File: src/rtl/fetch_pkg.sv
`default_nettype none
// ============================================================================
// Module      : fetch_pkg
// Description : Shared types and constants for the instruction fetch unit.
//               fetch_state_t  - fetch FSM state encoding (IDLE/REQ/HOLD)
//               NOP_INST       - instruction presented to decode after reset
//               PC_STEP        - sequential PC increment in bytes
//               RESET_PC_DEF   - default first fetch address
// Revision    : 1.0 - initial release
// ============================================================================
package fetch_pkg;

   typedef enum logic [1:0] {
      IDLE = 2'd0,
      REQ  = 2'd1,
      HOLD = 2'd2
   } fetch_state_t;

   localparam logic [31:0] NOP_INST     = 32'h0000_0013;
   localparam int          PC_STEP      = 4;
   localparam logic [31:0] RESET_PC_DEF = 32'h0000_0000;

endpackage
`default_nettype wire

File: src/rtl/pc_reg.sv
`default_nettype none
// ============================================================================
// Module      : pc_reg
// Description : Program counter register with load enable.
//   clk     in   1     clock, rising edge
//   rst_n   in   1     synchronous active-low reset, loads RESET_PC
//   i_load  in   1     load enable
//   i_d     in   XLEN  next PC value
//   o_q     out  XLEN  current PC
// Revision    : 1.0 - initial release
// ============================================================================
module pc_reg #(
   parameter int              XLEN     = 32,
   parameter logic [XLEN-1:0] RESET_PC = '0
) (
   input  logic            clk,
   input  logic            rst_n,
   input  logic            i_load,
   input  logic [XLEN-1:0] i_d,
   output logic [XLEN-1:0] o_q
);

   logic [XLEN-1:0] r_pc;

   always_ff @(posedge clk) begin
      if (!rst_n) begin
         r_pc <= RESET_PC;
      end else if (i_load) begin
         r_pc <= i_d;
      end
   end

   assign o_q = r_pc;

endmodule
`default_nettype wire

File: src/rtl/instruction_fetch_unit.sv
`default_nettype none
// ============================================================================
// Module      : instruction_fetch_unit
// Description : Fetch stage. Holds the PC, runs a req/ack handshake with
//               instruction memory and hands one instruction at a time to
//               decode over a valid/ready handshake. Not pipelined: one
//               request is outstanding at most, and a new one is issued only
//               after the held instruction is consumed or flushed.
//   clk            in   1     clock, rising edge
//   rst_n          in   1     synchronous active-low reset
//   imem_req       out  1     fetch request
//   imem_addr      out  XLEN  word-aligned fetch address
//   imem_ack       in   1     response valid, imem_rdata valid this cycle
//   imem_rdata     in   32    fetched instruction word
//   redirect_valid in   1     branch taken, restart fetch at redirect_pc
//   redirect_pc    in   XLEN  branch target (bits [1:0] ignored)
//   inst_valid     out  1     inst_out/pc_out deliverable
//   id_ready       in   1     decode accepts this cycle
//   inst_out       out  32    instruction to decode
//   pc_out         out  XLEN  address of inst_out
//   fetch_count    out  32    number of delivered instructions (wraps)
// Revision    : 1.0 - initial release
// ============================================================================
module instruction_fetch_unit
   import fetch_pkg::*;
#(
   parameter int              XLEN     = 32,
   parameter logic [XLEN-1:0] RESET_PC = XLEN'(RESET_PC_DEF)
) (
   input  logic            clk,
   input  logic            rst_n,
   output logic            imem_req,
   output logic [XLEN-1:0] imem_addr,
   input  logic            imem_ack,
   input  logic [31:0]     imem_rdata,
   input  logic            redirect_valid,
   input  logic [XLEN-1:0] redirect_pc,
   output logic            inst_valid,
   input  logic            id_ready,
   output logic [31:0]     inst_out,
   output logic [XLEN-1:0] pc_out,
   output logic [31:0]     fetch_count
);

   localparam logic [XLEN-1:0] c_align_mask = ~XLEN'(3);

   fetch_state_t    r_state;
   fetch_state_t    w_state_nxt;
   logic [XLEN-1:0] w_pc;
   logic [XLEN-1:0] w_pc_nxt;
   logic            w_pc_load;
   logic [XLEN-1:0] w_redir_pc;
   logic            w_fire;
   logic            w_capture;
   logic [31:0]     r_inst_q;
   logic [XLEN-1:0] r_pc_q;
   logic            r_squash;
   logic [XLEN-1:0] r_pend_pc;
   logic [31:0]     r_fetch_count;

   assign w_redir_pc = redirect_pc & c_align_mask;

   pc_reg #(
      .XLEN     (XLEN),
      .RESET_PC (RESET_PC)
   ) u_pc_reg (
      .clk    (clk),
      .rst_n  (rst_n),
      .i_load (w_pc_load),
      .i_d    (w_pc_nxt),
      .o_q    (w_pc)
   );

   always_comb begin
      w_state_nxt = r_state;
      w_pc_load   = 1'b0;
      w_pc_nxt    = w_pc;
      w_fire      = 1'b0;
      w_capture   = 1'b0;
      imem_req    = 1'b0;
      inst_valid  = 1'b0;
      case (r_state)
         IDLE: begin
            w_state_nxt = REQ;
            if (redirect_valid) begin
               w_pc_load = 1'b1;
               w_pc_nxt  = w_redir_pc;
            end
         end
         REQ: begin
            imem_req = 1'b1;
            if (imem_ack) begin
               if (r_squash || redirect_valid) begin
                  // Response belongs to a stale path: drop it and re-request
                  // from the newest target, preferring a same-cycle redirect.
                  w_pc_load = 1'b1;
                  w_pc_nxt  = redirect_valid ? w_redir_pc : r_pend_pc;
               end else begin
                  w_capture   = 1'b1;
                  w_state_nxt = HOLD;
               end
            end
         end
         HOLD: begin
            // A redirect flushes the held instruction in the same cycle, so
            // decode must never see it as valid.
            inst_valid = !redirect_valid;
            w_fire     = inst_valid && id_ready;
            if (redirect_valid) begin
               w_pc_load   = 1'b1;
               w_pc_nxt    = w_redir_pc;
               w_state_nxt = REQ;
            end else if (id_ready) begin
               w_pc_load   = 1'b1;
               w_pc_nxt    = r_pc_q + XLEN'(PC_STEP);
               w_state_nxt = REQ;
            end
         end
         default: begin
            w_state_nxt = IDLE;
         end
      endcase
   end

   always_ff @(posedge clk) begin
      if (!rst_n) begin
         r_state       <= IDLE;
         r_squash      <= 1'b0;
         r_pend_pc     <= RESET_PC;
         r_inst_q      <= NOP_INST;
         r_pc_q        <= '0;
         r_fetch_count <= '0;
      end else begin
         r_state <= w_state_nxt;
         if (r_state == REQ) begin
            if (imem_ack) begin
               r_squash <= 1'b0;
            end else if (redirect_valid) begin
               // Address must stay stable mid-request; remember the target.
               r_squash  <= 1'b1;
               r_pend_pc <= w_redir_pc;
            end
         end
         if (w_capture) begin
            r_inst_q <= imem_rdata;
            r_pc_q   <= w_pc;
         end
         if (w_fire) begin
            r_fetch_count <= r_fetch_count + 32'd1;
         end
      end
   end

   assign imem_addr   = w_pc;
   assign inst_out    = r_inst_q;
   assign pc_out      = r_pc_q;
   assign fetch_count = r_fetch_count;

endmodule
`default_nettype wire

File: config.mk
export PLATFORM = sky130hd
export DESIGN_NAME = instruction_fetch_unit
export DESIGN_NICKNAME = d
export VERILOG_FILES = /design/src/rtl/fetch_pkg.sv /design/src/rtl/pc_reg.sv /design/src/rtl/instruction_fetch_unit.sv
export SDC_FILE = /design/constraint.sdc
export NUM_CORES = 1
export LEC_CHECK = 0
export BUFFER_PORTS_ARGS = -buffer_cell sky130_fd_sc_hd__buf_2
export CAP_MARGIN = 15
export CORE_UTILIZATION = 45
export DETAILED_ROUTE_END_ITERATION = 16
export GPL_TIMING_DRIVEN = 0
export PLACE_DENSITY = 0.7
export REMOVE_ABC_BUFFERS = 1
export SKIP_CTS_REPAIR_TIMING = 1
export SLEW_MARGIN = 0
export SYNTH_ARGS = -nofsm -noshare
export SYNTH_HDL_FRONTEND = slang
export SYNTH_SLANG_ARGS = --single-unit
export TNS_END_PERCENT = 50
File: constraint.sdc
create_clock -name clk -period 2.7 [get_ports clk]
set_input_delay 0.81 -clock clk [delete_from_list [all_inputs] [get_ports clk]]
set_output_delay 0.81 -clock clk [all_outputs]
set_load 0.01 [all_outputs]
Word-level counts from Yosys, hierarchy flattened
Cells that the tools add are included.
Storage, ports and cells
  bits in read-only memories: 0
  input port bits: 69
  bits in latches: 0
  logic and storage cells: 53
  memories kept: 0
  bits in registers: 163
  bits in writable memories: 0
Operators by class
  magnitude comparators: 0
  reductions and logical operators: 10
  divide/modulo/power cells: 0
  add/sub/neg operators: 2
  multipliers: 0
  bitwise logic cells: 1
  mux-type cells: 26
  shift-type cells: 0
  equality and inequality tests: 7
Operators by type and width (count)
  32-bit two-way mux: 6
  32-bit case mux with 3 select lines: 1
  32-bit by 1-bit adder with 32-bit output, second input constant: 1
  32-bit by 3-bit adder with 32-bit output, second input constant: 1
  1-bit two-way mux: 13
  2-bit two-way mux: 4
  2-bit != test, second input constant: 4
  2-bit case mux with 3 select lines: 1
  6-bit AND reduction: 1
  2-bit AND reduction: 2
  3-bit != test, second input constant: 1
  1-bit case mux with 3 select lines: 1
  3-bit AND reduction: 1
  3-bit nonzero test: 1
  2-bit by 1-bit equality test with 1-bit output, second input constant: 1
  2-bit equality test, second input constant: 1
  2-bit zero test: 1
  2-bit nonzero test: 1
  1-bit logical AND: 1
  1-bit zero test: 1
  1-bit logical OR: 1
  1-bit NOT: 1

Depth between registers and ports, before layout
Gate-level depths: netlist (run 1).
  depth after elaboration: 5
  depth in mapped cells: 10
  gate-level depth less buffers: 8

Cells and area by module
Synthesis (run 1) repeated with hierarchy kept, for this count alone.
Second synthesis, totals
  cell total of the unflattened synthesis: 1032
  area, all modules: 8370.5 sq um
By module, submodules not included
  instruction_fetch_unit: cells an instance 929, seq. area each 2622.5 sq um, times used 1, area each 7126.8 sq um
  pc_reg: cells an instance 103, seq. area each 640.6 sq um, times used 1, area each 1243.7 sq um

Worst setup path before layout (run 1)
OpenSTA, ideal clock, no wires.
  path type: input -> register
  start point: input port redirect_valid
  end point: register u_pc_reg.r_pc[21] (netlist: u_pc_reg.o_q[21])
  path slack: 295 ps
  data arrival time: 2273 ps
  path buffers: 2
  cell stages on the path: 7
  cell sequence: clkbuf_1 clkbuf_1 mux2_2 a221oi_1 o41ai_1 o221ai_1 a21oi_1
On the way
  cells in the longest elaborated chain, start to end: 5
  elaborated cells between the ends (all ways): 15
Ends and longest elaborated chain
  start: declaration: line instruction_fetch_unit.sv:36  | input logic redirect_valid,
  1-bit logical OR: line instruction_fetch_unit.sv:93  | if (r_squash || redirect_valid) begin
  1-bit two-way mux: line instruction_fetch_unit.sv:93
  1-bit two-way mux: line instruction_fetch_unit.sv:92  | if (imem_ack) begin
  1-bit case mux with 3 select lines: line instruction_fetch_unit.sv:82  | case (r_state)
  6-bit AND reduction (no line)
  end signal: assignment: line pc_reg.sv:29  | r_pc <= i_d;
  end: declaration: line pc_reg.sv:23  | logic [XLEN-1:0] r_pc;
Parallel ways exist; a longest one is shown, timed or not. The select of a mux whose other input is x is not followed.
A chain may end at the register's enable or synchronous reset.

Final worst setup path (run 1)
  start point: register r_state[1]
  end point: register u_pc_reg.r_pc[15] (netlist: u_pc_reg.o_q[15])
On the way
  cells in the longest elaborated chain, start to end: 3
  elaborated cells between the ends (all ways): 11
Ends and longest elaborated chain
  start: declaration: line instruction_fetch_unit.sv:47  | fetch_state_t r_state;
  start signal: assignment: line instruction_fetch_unit.sv:134  | r_state <= w_state_nxt;
  2-bit equality test (tied with other cells): line instruction_fetch_unit.sv:82
  1-bit case mux with 3 select lines (tied with other cells): line instruction_fetch_unit.sv:82
  6-bit AND reduction (no line)
Parallel ways exist; a longest one is shown, timed or not.

==> results of run 1 <==
cells in the mapped netlist (all sizes together) (6+ instances only):
cell type	count	area, um^2
a21oi	117	586
a221oi	17	149
a22o	19	168
and2	7	43.8
and3	6	37.5
and4	7	61.3
buf	6	47.5
clkbuf	65	259
dfxtp	163	3260
ha	7	87.6
inv	24	90.1
mux2	6	67.6
mux2i	7	70.1
nand2	230	863
nand3	33	170
nand4	15	109
nor2	53	199
nor3	20	100
nor4	13	81.3
o211ai	10	75.1
o21ai	40	200
o32ai	6	52.6
or3	10	62.6
xnor2	28	245
xor2	17	149
final timing paths:
check                                   from               end  slack [ns]  cells past startpoint
worst max-delay path              r_state[1]  u_pc_reg.o_q[15]        0.09                      8
worst min-delay path            inst_out[19]      inst_out[19]        0.45                      2
worst max register to register    r_state[1]  u_pc_reg.o_q[15]        0.09                      8
worst min register to register  inst_out[19]      inst_out[19]        0.45                      2
worst max-delay path, cell delays in order (launching register included):
cell     delay, ns
dfxtp_1       0.43
inv_1         0.16
ha_4          0.52
nor2b_4       0.39
buf_8         0.22
nand2_1       0.08
or4_1         0.41
and3_1        0.19
a21oi_1       0.14
registers in the layout, indices dropped and copies added (netlist names):
| signal | count |
|---|---|
| pc_out | 32 |
| r_state | 2 |
| u_pc_reg.o_q | 32 |
| r_pend_pc | 32 |
| inst_out | 32 |
| fetch_count | 32 |
| r_squash | 1 |
routing by layer:
| layer | GRT usage (%) | vias to the layer above | wire length, um |
|---|---|---|---|
| li1 | - | 3761 | - |
| met1 | 32.2 | 3603 | 9990 |
| met2 | 42.3 | 253 | 10800 |
| met3 | 6.70 | 22 | 1600 |
| met4 | 7.47 | 2 | 238 |
| met5 | 0 | - | 10 |
logic make-up after synthesis:
logic type | after synthesis | synth area share, %
xor+xnor | 45 | 5.14
fa+ha+maj | 7 | 1.14
buf+inv | 95 | 5.17
flops | 163 | 42.6
mux | 13 | 1.79
compound gates | 242 | 19.7
simple gates | 413 | 24.5
per-stage QoR:
stage	setup slack (ns)	instances	utilization, %	setup TNS [ns]
6_report	0.0896	1374	57.9	0
5_1_grt	-0.0103	1374	57.9	-0.0103
3_3_place_gp	-3.32	1323	52.0	-335.89
2_1_floorplan	-1.03	907	-	-55.36
3_5_place_dp	-1.45	1330	52.9	-40.50
4_1_cts	-1.33	1361	56.7	-15.69
power by group through the flow:
| stage | registers [mW] | logic, mW | clock network [mW] |
|---|---|---|---|
| after floorplan | 2.77 | 0.545 | 0 |
| after global placement | 2.73 | 1.03 | 0 |
| after detailed placement | 2.73 | 1.09 | 0 |
| after CTS | 2.68 | 1.10 | 2.60 |
| after global routing | 2.70 | 1.27 | 2.68 |
| final | 2.68 | 1.17 | 2.56 |
area by class of cell:
cell class / instances / area (um^2) / area share (%)
Clock buffer: 21 / 480 / 5.00
Clock inverter: 10 / 146 / 1.52
Inverter: 24 / 98.8 / 1.03
Multi-Input combinational cell: 720 / 4100 / 42.7
Sequential cell: 163 / 3260 / 34.0
Tap cell: 220 / 275 / 2.87
Timing Repair Buffer: 215 / 1230 / 12.9
Timing Repair inverter: 1 / 5.00 / 0.0521
==> impl_metrics.toml, run 1 <==
[run_status]
status = "finished, final reports clean"

[clock_network]
worstSkewPairLatency_ns = 0.43
numCtsBuffers = 17
cts_tree = "yes"
htree_levels = 4
clock-sinks = 163
cts-root-buf = "clkbuf_16"
cts_buffer_depth = 2
clkTransAtPathRegs_ns = 0.07

[pwr]
peakVddDrop_v = 0.000493
pwr-share-seq_pct = 41.8
internal-power_mw = 4.57
p_total_mw = 6.41
power_frac_comb_pct = 18.3
p_switching_mw = 1.84
p_leak_nw = 3.75
p_clk_share_pct = 39.9
powerDensity_nw_per_um2 = 668
p_sw_share_pct = 28.7

[layout]
nets = 1218
antennaDiodeCount = 0
drive_above_1_share_pct = 23.9
area_growth_pct = 25.2
fill_cells = 1572
final_area_um2 = 9600
final_common_cell = "nand2_1"
layout_common_cells = "nand2_1, buf_2, dfxtp_1, a21oi_1, nor2_1"

[placed_design]
hpwl_um = 14400
place_area_um2 = 8770
gp_congestion = 0.846
io_buffers = 196

[sta]
whs_ns = 0.449
slew_violations = 0
relSlewSlack_pct = 46.6
hold_violations = 0
finClkSkew_ns = 0.0102
worst_pin_slew_ns = 0.800
fin_crit_sh_pct = 96.7
max_freq_mhz = 383
rsz0062_at_grt = "true"
min_period_ns = 2.61
setup_viol = 0

[synthesis]
synth-seq-cells = 163
ys_async_sr_fraction_pct = 0
yosysWarnings = 0
synth_cell_type_count = 63
synth_edf_count = 0
synthFlopType = "dfxtp_1"
synth_area_um2 = 7670
seq_area_frac_synth_pct = 42.6
syn_inst = 978
avgSynthCellArea_um2 = 7.84

[flow_run]
cap_violations = 0

[critical_path]
required_ns = 3.06
start_kind = "register"
worstPathMaxFanout = 26
crit_type = "reg2reg"
worstSetupEndpointType = "register"
critPathArrivalTime_ns = 2.98

[route]
firstDrtPassIters = 5
drc = 0
viasPerCell = 5.56
drtAntennaViolNets = 0
wirelength_um = 22600
drt_iter0_drc = 452
wl_per_cell_um = 16.5
num_vias = 7641

[global_route]
antenna_found_initial = 1
grt_usage_pct = 25.4
grt_pass1_vias = 6943
grt_pass1_wl_um = 35700
grt_max_degree = 112
grt-ovfl-total = 0

[floorplanning]
die_w_um = 133
rows = 47
initial_core_util_pct = 46.2
coreArea_um2 = 16600
dieArea_um2 = 17600
die_h_um = 133
ios = 199

[hold_path]
hold_path_class = "reg2reg"
No activity file was read; power rests on OpenSTA's default activity.
==> run 2, diff against run 1 <==
Settings changed: GPL_TIMING_DRIVEN 0 to unset.
Clock period 2.7 ns to 2.5 ns, I/O delays scaled along.
==> run 2 against run 1 <==
Clock power shrank 5%. Wire length grew 1.3%. Via count grew 1.6%. Largest power group unchanged.
==> impl_metrics.toml, run 2 (synthesis gave the netlist of run 1 again) <==
[sta]
tns_ns = 0
max_freq_mhz = 413
slew_violations = 0
worst_pin_slew_ns = 0.720
hold_violations = 0
min_period_ns = 2.42
whs_ns = 0.449
rsz0062_at_grt = "false"
finClkSkew_ns = 0.00719
setup_viol = 0
fin_crit_sh_pct = 96.9
relSlewSlack_pct = 52.0

[route]
drtAntennaViolNets = 0
viasPerCell = 5.52
num_vias = 7766
firstDrtPassIters = 6
drc = 0
drt_iter0_drc = 570
wl_per_cell_um = 16.3
wirelength_um = 22900

[floorplanning]
ios = 199
die_h_um = 133
rows = 47
die_w_um = 133
initial_core_util_pct = 46.2
coreArea_um2 = 16600
dieArea_um2 = 17600

[layout]
final_common_cell = "nand2_1"
seq_area_um2 = 3260
nets = 1248
layout_common_cells = "nand2_1, buf_2, dfxtp_1, a21oi_1, nor2_1"
multi_input_area_um2 = 4020
drive_above_1_share_pct = 24.9
fill_cells = 1576
area_growth_pct = 25.4

[critical_path]
slowest_delay_ns = 0.35
crit_type = "reg2out"
r2r-start = "r_state[1]"
required_ns = 1.75
path_buf_inv = 3
worstSetupEndpointType = "output pin"
reg2reg_slack_ns = 0.20
worstPathMaxFanout = 24
cp_top_family = "buffers and inverters"
reg2reg_to = "u_pc_reg.o_q[5]"
start_kind = "register"
crit_slowest_cell = "dfxtp_1"
path_cells = "inv_1, ha_1, buf_4, buf_2"
critPathArrivalTime_ns = 1.67
worstRegToRegCells = 8

[clock_network]
cts-root-buf = "clkbuf_16"
cts_tree = "yes"
clock-sinks = 163
cts_buffer_depth = 2
htree_levels = 4
worstSkewPairLatency_ns = 0.42
numCtsBuffers = 17
clkTransAtPathRegs_ns = 0.06

[hold_path]
hold_depth = 2
hold_path_class = "reg2reg"
whs_endpoint = "r_pend_pc[19]"
worstHoldStart = "r_pend_pc[19]"

[pwr]
peakVddDrop_v = 0.000472
powerDensity_nw_per_um2 = 683
p_leak_nw = 3.83

[placed_design]
gp_congestion = 0.863
io_buffers = 196
hpwl_um = 15300

[global_route]
grt_max_degree = 140
grt_usage_pct = 26.0
grt_pass1_vias = 7147
grt_pass1_wl_um = 36500
antenna_found_initial = 3
grt-ovfl-total = 0

[run_status]
status = "finished, final reports clean"

[flow_run]
cap_violations = 0
-- run 2: cell types whose count changed in the layout (fill, tap and decap cells not counted), moves of 3 or more --
cell | before | now
ha_4 | 3 | 0
buf_8 | 3 | 0
buf_4 | 11 | 45
clkbuf_8 | 4 | 1
buf_16 | 3 | 0
clkbuf_1 | 0 | 5
buf_12 | 2 | 5
-- run 2: routing by layer --
layer	up-vias	global-route usage [%]	share of wire [%]
li1	3811	-	-
met1	3616	33.9	44
met2	303	41.8	46
met3	34	5.90	8.1
met4	2	9.51	2.0
met5	-	0	0.039
-- run 2: worst max path at each step --
stage / from / to / slack [ns] / cells after the start
floorplan: rst_n / u_pc_reg.o_q[29] / -1.17 / 4
global placement: redirect_valid / fetch_count[30] / 0.06 / 8
detailed placement: redirect_valid / fetch_count[30] / 0.008 / 8
CTS: r_state[0] / inst_valid / 0.03 / 6
global route: r_state[1] / u_pc_reg.o_q[5] / 0.03 / 8
finish: r_state[1] / imem_req / 0.08 / 4
-- run 2: final cells by class --
| type | instances | area share [%] |
|---|---|---|
| clock inverters | 8 | 0.833 |
| multi-input cells | 720 | 41.8 |
| flip-flops and latches | 163 | 33.9 |
| well taps | 220 | 2.86 |
| diodes | 2 | 0.0520 |
| clock buffers | 23 | 4.76 |
| inverters | 24 | 0.963 |
| repair buffers | 246 | 14.8 |
-- run 2: power breakdown --
group          leakage (nW)  total [mW]  switching [mW]  internal, mW
combinational          2.25        1.25           0.762         0.485
clock                 0.254        2.43            1.04          1.39
sequential             1.32        2.89           0.128          2.77
total                  3.83        6.57            1.93          4.64
-- run 2: worst register-to-register path: stages, from the launching register on --
cell	delay (ns)
dfxtp_1	0.40
inv_1	0.11
ha_1	0.23
buf_4	0.20
a221oi_1	0.42
o21bai_2	0.23
buf_4	0.23
a221oi_1	0.24
a21oi_1	0.11
-- run 2: per-stage QoR --
step                      util [%]  cell area [um^2]  worst slack, ns  cells  total power [mW]
after floorplan                  -              7360            -1.17    907              3.58
after global placement        54.7              9070           0.0595   1373              4.17
after detailed placement      54.7              9070          0.00756   1373              4.18
after CTS                     57.9              9610           0.0291   1404              6.60
after global routing          58.0              9620           0.0259   1406              6.83
final                         58.0              9620           0.0787   1406              6.57
